==> config.mk <==
export PLATFORM = sky130hd
export DESIGN_NAME = motoro3_line_param_seq
export DESIGN_NICKNAME = d
export VERILOG_FILES = /design/src/rtl/motoro3_line_param_seq.sv
export SDC_FILE = /design/constraint.sdc
export NUM_CORES = 1
export LEC_CHECK = 0
export CAP_MARGIN = 15
export CELL_PAD_IN_SITES_DETAIL_PLACEMENT = 0
export CELL_PAD_IN_SITES_GLOBAL_PLACEMENT = 1
export CORE_UTILIZATION = 44
export DETAILED_ROUTE_END_ITERATION = 8
export GPL_ROUTABILITY_DRIVEN = 1
export PLACE_DENSITY = 0.88
export SLEW_MARGIN = 20
export SYNTH_ARGS = -nofsm -noshare
export SYNTH_HDL_FRONTEND = slang
export SYNTH_SLANG_ARGS = --single-unit
==> constraint.sdc <==
create_clock -name clk -period 2.8 [get_ports clk]
set_input_delay 0.56 -clock clk [delete_from_list [all_inputs] [get_ports clk]]
set_output_delay 0.56 -clock clk [all_outputs]
set_load 0.01 [all_outputs]
==> src/rtl/motoro3_line_param_seq.sv <==
// motoro3_line_param_seq
// Per-step line-parameter engine for the 3-phase motor line controller.
// A request latches the step settings, then a shift-add multiply and a
// restoring divide by 100 produce the scaled PWM on-length. The sine
// split-step length is a saturated shift of the step period. Results are
// registered and announced with a one-cycle lenValid pulse.

module motoro3_line_param_seq #(
    parameter int NSTEP   = 12,
    parameter int STEP_W  = 4,
    parameter int PCT_W   = 8,
    parameter int LEN_W   = 12,
    parameter int SPD_W   = 25,
    parameter int SPLIT_W = 2,
    parameter int OUT_W   = 16
) (
    input  logic               clk,
    input  logic               nRst,
    input  logic               calcReq,
    input  logic [STEP_W-1:0]  lcStep,
    input  logic [SPLIT_W-1:0] m3LpwmSplitStep,
    input  logic [SPLIT_W-1:0] m3r_stepSplitMax,
    input  logic [PCT_W-1:0]   m3r_power_percent,
    input  logic [LEN_W-1:0]   m3r_pwmLenWant,
    input  logic [LEN_W-1:0]   m3r_pwmMinMask,
    input  logic [SPD_W-1:0]   m3r_stepCNT_speedSET,
    output logic [OUT_W-1:0]   plLen,
    output logic [OUT_W-1:0]   slLen,
    output logic               lenValid,
    output logic               calcErr,
    output logic               busy,
    output logic               reqDrop
);

    localparam int PROD_W = LEN_W + PCT_W;
    localparam int CNT_W  = $clog2(PROD_W + 1);
    localparam int REM_W  = 8;

    localparam logic [REM_W-1:0]  DIVISOR = REM_W'(100);
    localparam logic [STEP_W:0]   NSTEP_V = (STEP_W + 1)'(NSTEP);
    localparam logic [PROD_W-1:0] PMAX    = PROD_W'((1 << OUT_W) - 1);
    localparam logic [SPD_W-1:0]  SMAX    = SPD_W'((1 << OUT_W) - 1);

    typedef enum logic [2:0] {IDLE, MUL, DIV, CLAMP, DONE} state_t;

    state_t state;
    state_t nextState;

    logic [STEP_W-1:0]  sStep;
    logic [SPLIT_W-1:0] sSplit;
    logic [SPLIT_W-1:0] sSplitMax;
    logic [PCT_W-1:0]   sPct;
    logic [LEN_W-1:0]   sWant;
    logic [LEN_W-1:0]   sMin;
    logic [SPD_W-1:0]   sSpeed;

    logic [PROD_W-1:0]  prod;
    logic [PROD_W-1:0]  mcand;
    logic [PCT_W-1:0]   mplier;
    logic [REM_W-1:0]   rem;
    logic [CNT_W-1:0]   cnt;
    logic               errFlag;

    logic [REM_W-1:0]   trial;
    logic               divBit;
    logic [REM_W-1:0]   divRem;
    logic [PROD_W-1:0]  pFloor;
    logic [OUT_W-1:0]   pSat;
    logic [SPD_W-1:0]   sShift;
    logic [OUT_W-1:0]   sSat;
    logic               calcBad;

    // State register; reset abandons any calculation in flight
    always_ff @(posedge clk or negedge nRst) begin
        if (!nRst) state <= IDLE;
        else       state <= nextState;
    end

    // Next-state sequencing: MUL spends one priming cycle plus PCT_W steps, DIV spends PROD_W steps
    always_comb begin
        nextState = state;
        case (state)
            IDLE:    if (calcReq) nextState = MUL;
            MUL:     if (cnt == CNT_W'(PCT_W)) nextState = DIV;
            DIV:     if (cnt == CNT_W'(PROD_W - 1)) nextState = CLAMP;
            CLAMP:   nextState = DONE;
            DONE:    nextState = IDLE;
            default: nextState = IDLE;
        endcase
    end

    // Status outputs are decoded from the state so they can only pulse in DONE
    always_comb begin
        lenValid = (state == DONE);
        calcErr  = (state == DONE) && errFlag;
        busy     = (state != IDLE);
    end

    // One restoring-division step: shift the next dividend bit into the remainder and try to subtract 100
    always_comb begin
        trial  = {rem[REM_W-2:0], prod[PROD_W-1]};
        divBit = (trial >= DIVISOR);
        divRem = divBit ? (trial - DIVISOR) : trial;
    end

    // Floor, saturation and legality checks on the shadow copies for the CLAMP cycle
    always_comb begin
        pFloor  = (prod < PROD_W'(sMin)) ? PROD_W'(sMin) : prod;
        pSat    = (pFloor > PMAX) ? '1 : pFloor[OUT_W-1:0];
        sShift  = sSpeed >> sSplitMax;
        sSat    = (sShift > SMAX) ? '1 : sShift[OUT_W-1:0];
        calcBad = ({1'b0, sStep} >= NSTEP_V) || (sSplit > sSplitMax);
    end

    // Datapath: shadow capture, shift-add multiply, restoring divide, result registers and drop flag
    always_ff @(posedge clk or negedge nRst) begin
        if (!nRst) begin
            sStep     <= '0;
            sSplit    <= '0;
            sSplitMax <= '0;
            sPct      <= '0;
            sWant     <= '0;
            sMin      <= '0;
            sSpeed    <= '0;
            prod      <= '0;
            mcand     <= '0;
            mplier    <= '0;
            rem       <= '0;
            cnt       <= '0;
            errFlag   <= 1'b0;
            plLen     <= '0;
            slLen     <= '0;
            reqDrop   <= 1'b0;
        end else begin
            reqDrop <= calcReq && (state != IDLE);
            case (state)
                IDLE: begin
                    if (calcReq) begin
                        sStep     <= lcStep;
                        sSplit    <= m3LpwmSplitStep;
                        sSplitMax <= m3r_stepSplitMax;
                        sPct      <= m3r_power_percent;
                        sWant     <= m3r_pwmLenWant;
                        sMin      <= m3r_pwmMinMask;
                        sSpeed    <= m3r_stepCNT_speedSET;
                        cnt       <= '0;
                    end
                end
                MUL: begin
                    if (cnt == '0) begin
                        prod   <= '0;
                        mcand  <= PROD_W'(sWant);
                        mplier <= sPct;
                    end else begin
                        if (mplier[0]) prod <= prod + mcand;
                        mcand  <= mcand << 1;
                        mplier <= mplier >> 1;
                    end
                    if (cnt == CNT_W'(PCT_W)) begin
                        cnt <= '0;
                        rem <= '0;
                    end else begin
                        cnt <= cnt + CNT_W'(1);
                    end
                end
                DIV: begin
                    rem  <= divRem;
                    prod <= {prod[PROD_W-2:0], divBit};
                    cnt  <= cnt + CNT_W'(1);
                end
                CLAMP: begin
                    errFlag <= calcBad;
                    if (!calcBad) begin
                        plLen <= pSat;
                        slLen <= sSat;
                    end
                end
                default: begin
                end
            endcase
        end
    end

endmodule

* Word level (Yosys, flattened, before mapping)
Cells that the tools add are included.
** Word-level totals
- Flip-flop bits (word level) :: 162
- Latch bits :: 0
- RAM bits :: 0
- Bits in read-only memories :: 0
- Input port bits :: 68
- Output and inout bits :: 36
- Logic and storage cells :: 70
- Memories :: 0
** Cells by class
- Add/sub/neg operators :: 3
- $mul :: 0
- Divide/modulo/power cells :: 0
- Order comparisons :: 6
- Equal/unequal tests :: 10
- Shift-type cells :: 1
- Mux-type cells :: 18
- Bitwise logic cells :: 1
- Reduce and logical (&&, ||, !) cells :: 14
** Operators with widths (count)
- two-way mux 20 bit :: 4
- one-hot mux 20 bit (2 select lines) :: 1
- two-way mux 16 bit :: 2
- > comparator 25 x 16 -> 1 bit, second input constant :: 1
- right shift 25 x 2 -> 25 bit :: 1
- adder 20 bit :: 1
- > comparator 20 x 16 -> 1 bit, second input constant :: 1
- < comparator 20 x 12 -> 1 bit :: 1
- one-hot mux 5 bit (3 select lines) :: 1
- two-way mux 7 bit :: 2
- one-hot mux 7 bit (2 select lines) :: 1
- one-hot mux 3 bit (4 select lines) :: 1
- two-way mux 5 bit :: 2
- AND reduction 2 bit :: 5
- two-way mux 3 bit :: 3
- >= comparator 8 x 7 -> 1 bit, second input constant :: 1
- two-way mux 8 bit :: 1
- subtractor 7 bit, second input constant :: 1
- == test 3 x 2 -> 1 bit, second input constant :: 2
- != test 2 bit, second input constant :: 3
- nonzero test 3 bit :: 2
- adder 5 x 1 -> 5 bit, second input constant :: 1
- == test 5 x 4 -> 1 bit, second input constant :: 1
- == test 5 bit, second input constant :: 1
- other kinds (12) :: 13

* Depth between registers and ports, before layout
Gate-level depths: netlist of run 1.
- Depth after elaboration :: 4
- Mapped depth :: 10

* Least setup slack after synthesis of run 1
No wires, ideal clock.
- Path type :: flip-flop to flip-flop
- Start :: register prod[0]
- End :: register prod[18]
- Library setup time :: 0.125 ns
- Data arrival time :: 2.068 ns
- Slack :: 0.607 ns
- Stages on the path, launching flop included :: 11
- Buffers on the path :: 0
- Period minus slack after synthesis :: 2.193 ns
- Path through :: dfrtp_1 > ha_1 > inv_1 > fa_1 > nor2b_1 > o31a_1 > o32a_1 > a21oi_2 > mux2i_1 > o21ai_1 > o21bai_1
** Between the ends
- Longest elaborated chain between the ends :: 4
** Ends and longest elaborated chain
- start: declaration :: line 57 : logic [PROD_W-1:0] prod;
- start signal: assignment :: line 155 : if (mplier[0]) prod <= prod + mcand;
- start signal: assignment :: line 168 : prod <= {prod[PROD_W-2:0], divBit};
- adder 20 bit :: line 155
- two-way mux 20 bit :: line 155
- two-way mux 20 bit :: line 150 : if (cnt == '0) begin
- one-hot mux 20 bit (2 select lines) :: line 136 : case (state)
Every way passes these cells. The select of a mux whose other input is x is not followed.
A chain may end at the register's enable or synchronous reset.

* Final worst setup path of run 1
- Start :: register state[1]
- End :: output busy
** Between the ends
- Longest elaborated chain between the ends :: 1
** Ends and longest elaborated chain
- start: declaration :: line 46 : state_t state;
- start signal: assignment :: line 76 : else state <= nextState;
- nonzero test 3 bit :: line 96 : busy = (state != IDLE);
- end: declaration :: line 31 : output logic busy,
Every way passes these cells.

==> impl_metrics.csv, run 1 <==
group,metric,value,unit
worst_setup_path,crit_slowest_cell,"dfrtp_1",
timing,worstMarginPinSlew,0.734,ns
power,irDropWorstVdd,0.000659,V
clock_network,cts_tree,"yes",
routing,final_antenna_net_count,0,
logic_synthesis,synth_commonest_cells,"160 x dfrtp_1, 87 x nand2_1, 83 x nor2_1",
cells_and_area,fill_cells,1605,
floorplan,boundaryPins,104,
routing,drc_errors,0,
cells_and_area,regArea,4000,µm²
worst_setup_path,path_buf_inv,1,
floorplan,start_util,0.454,
worst_setup_path,crit_chain,"or3_1 -> clkdlybuf4s50_1",
timing,rsz0062_at_grt,"false",
logic_synthesis,yosysTopAreaCell,"dfrtp_1",
clock_network,cts-root-buf,"clkbuf_16",
logic_synthesis,yosysTopAreaCellShare,0.465,
clock_network,cts_sinks,160,
timing,max_slew_margin,0.510,
place,io_buffers,101,
floorplan,die_x,142,µm
floorplan,num_rows,50,
cells_and_area,multi_input_area,4280,µm²
clock_network,cts_made_buffers,17,
worst_setup_path,arrival,1.94,ns
timing,clock.fmax,0.400,GHz
clock_network,h-tree-depth,4,
run_status,outcome,"finished clean",
cells_and_area,antenna_cells,0,
timing,slew_violations,0,
worst_setup_path,cp_max_fo,12,
routing,wl_per_cell,16.4,µm
routing,drtPass1Iterations,5,
place,place_congestion,0.834,
logic_synthesis,ys_top_cells_by_area,"dfrtp_1 46%, mux2_2 6.5%, ha_1 5.2%",
timing,hold_violations,0,
grt,grt_max_degree,60,
grt,grt_pass1_vias,6360,
timing,period_share,0.893,
worst_setup_path,crit_path_end_kind,"output port",
logic_synthesis,synth_area,8610,µm²
clock_network,clk_pin_slew,0.07,ns
logic_synthesis,synth.distinct_cells,65,
logic_synthesis,seq_area_frac_synth,0.465,
grt,overflow,0,
power,leakage,4.35,nW
place,placed_area,9920,µm²
grt,antenna_found_initial,0,
timing,final-setup-viol-count,0,
timing,fin_hold_ws,0.0646,ns
grt,grt_pass1_wl,33.0,mm
routing,vias,6500,
timing,finalSetupTns,0,ns
routing,postRouteWirelength,19.7,mm
logic_synthesis,synth_fp_nets,939,
cells_and_area,final_area,10500,µm²
cells_and_area,layout.nets,1033,
worst_setup_path,setup.worst_path.class,"reg2out",
floorplan,core-area,19000,µm²
logic_synthesis,synth_edf_count,0,
clock_network,postCtsHoldBufs,0,
floorplan,die-area,20100,µm²
logic_synthesis,yosysMostFrequentCell,"dfrtp_1",
clock_network,cts_resized,0,
logic_synthesis,avgSynthCellArea,10.3,µm²
logic_synthesis,synth-async-reset-ratio,1.00,
worst_hold_path,hp-class,"in2async",
floorplan,die_h,142,µm
timing,layout_min_cycle_time,2.50,ns
power,power.density,1210,nW/µm²
cells_and_area,drive_above_1_share,0.170,
clock_network,cts_setup_buffers,0,
logic_synthesis,yosys_register_bits,160,
worst_setup_path,required,2.24,ns
clock_network,worst_skew_pair.late_latency,0.43,ns
logic_synthesis,yosysWarnings,0,
clock_network,cts_max_path_buffers,2,
worst_setup_path,path_delay_family,"flip-flops",
routing,drt_iter0_markers,398,
place,dpl.hpwl,13.8,mm
timing,fin_worst_skew,0.0117,ns
worst_setup_path,slowest_delay,0.51,ns
cells_and_area,final_core_util,0.556,
cells_and_area,area_growth,22.3,%
grt,grt_usage,0.212,
worst_setup_path,startpoint_type,"register",
logic_synthesis,syn_inst,834,
run,max_cap_violations,0,
routing,vias_per_cell,5.41,
logic_synthesis,synthFlopType,"dfrtp_1",
==> routing by layer <==
metal  global-route usage  vias up  wire length, µm
li1                     -     3159                -
met4               0.0549        0              233
met5                    0        -                0
met1                0.293     3158             9110
met2                0.338      164             9430
met3               0.0452       19              955
==> cells by family (layout without fill, tap and decap cells) <==
logic type      Yosys count  after routing  synth area share
buf+inv                  77            184            0.0401
xor+xnor                 16             16            0.0163
compound gates          186            186             0.144
flops                   160            160             0.465
simple gates            272            272             0.150
fa+ha+maj                37             37            0.0546
mux                      86             86             0.131
==> registers in the layout, summed over array words and instances, names as in the netlist, 2 cells and up <==
signal / cells
sSpeed: 25
mcand: 20
prod: 20
plLen: 16
slLen: 16
sMin: 12
sWant: 12
mplier: 8
sPct: 8
rem: 7
cnt: 5
state: 3
sSplitMax: 2
sSplit: 2
sStep: 2
==> stage by stage <==
step / cells / power [W] / worst slack [ns]
after floorplan: 834 / 0.00860 / 0.607
after global placement: 1169 / 0.0102 / 0.414
after detailed placement: 1169 / 0.0104 / 0.375
after CTS: 1201 / 0.0128 / 0.280
after global routing: 1201 / 0.0137 / 0.178
final: 1201 / 0.0128 / 0.300
==> path summary, 6_finish.rpt <==
kind / cells after the start / slack (ns) / from / end
setup / recovery: 2 / 0.30 / state[1] / busy
hold / removal: 1 / 0.06 / nRst / sSpeed[16]
setup reg to reg: 8 / 0.35 / prod[2] / prod[18]
hold reg to reg: 2 / 0.47 / plLen[15] / plLen[15]
max in group asynchronous: 2 / 1.98 / nRst / prod[15]
min in group clk: 2 / 0.47 / plLen[15] / plLen[15]
==> area by class of cell <==
class                   instances  area share
repair buffers                121       0.114
multi-input cells             597       0.406
clock buffers                  17      0.0404
inverters                      31      0.0110
clock inverters                15      0.0175
flip-flops and latches        160       0.380
well taps                     260      0.0309
==> cells in the final DEF (no fill, tap or decap), types with 4 or more instances in the layout <==
cell type / instances
mux2_2: 50
nor3_1: 42
a211oi_1: 7
a221oi_1: 4
mux4_2: 16
o21a_1: 5
o21ai_1: 8
a21o_1: 5
nor3_2: 8
dfrtp_1: 160
xor2_1: 5
a22oi_1: 8
ha_1: 36
o21ai_0: 68
clkdlybuf4s50_1: 100
buf_4: 17
nor2b_1: 4
nand3_1: 14
inv_1: 31
xnor2_1: 11
clkbuf_16: 17
o31ai_1: 4
mux2i_1: 19
nand2b_1: 4
nand2_1: 87
a211oi_2: 12
nand4_1: 4
inv_8: 7
a21oi_1: 34
nor2_1: 82
==> power by group <==
group,switching [W],internal (W)
combinational,0.00319,0.00292
clock,0.00111,0.00129
sequential,0.000938,0.00331
total,0.00524,0.00752
Note: power is estimated with default switching activity, not from simulation.
==> run 2, diff against run 1 <==
--- a/config.mk
+++ b/config.mk
@@ -16,3 +16,4 @@
 export SYNTH_ARGS = -nofsm -noshare
 export SYNTH_HDL_FRONTEND = slang
 export SYNTH_SLANG_ARGS = --single-unit
+export TNS_END_PERCENT = 5
==> results of run 2 <==
The final DEF is identical to that of run 1; final timing and power are the same.
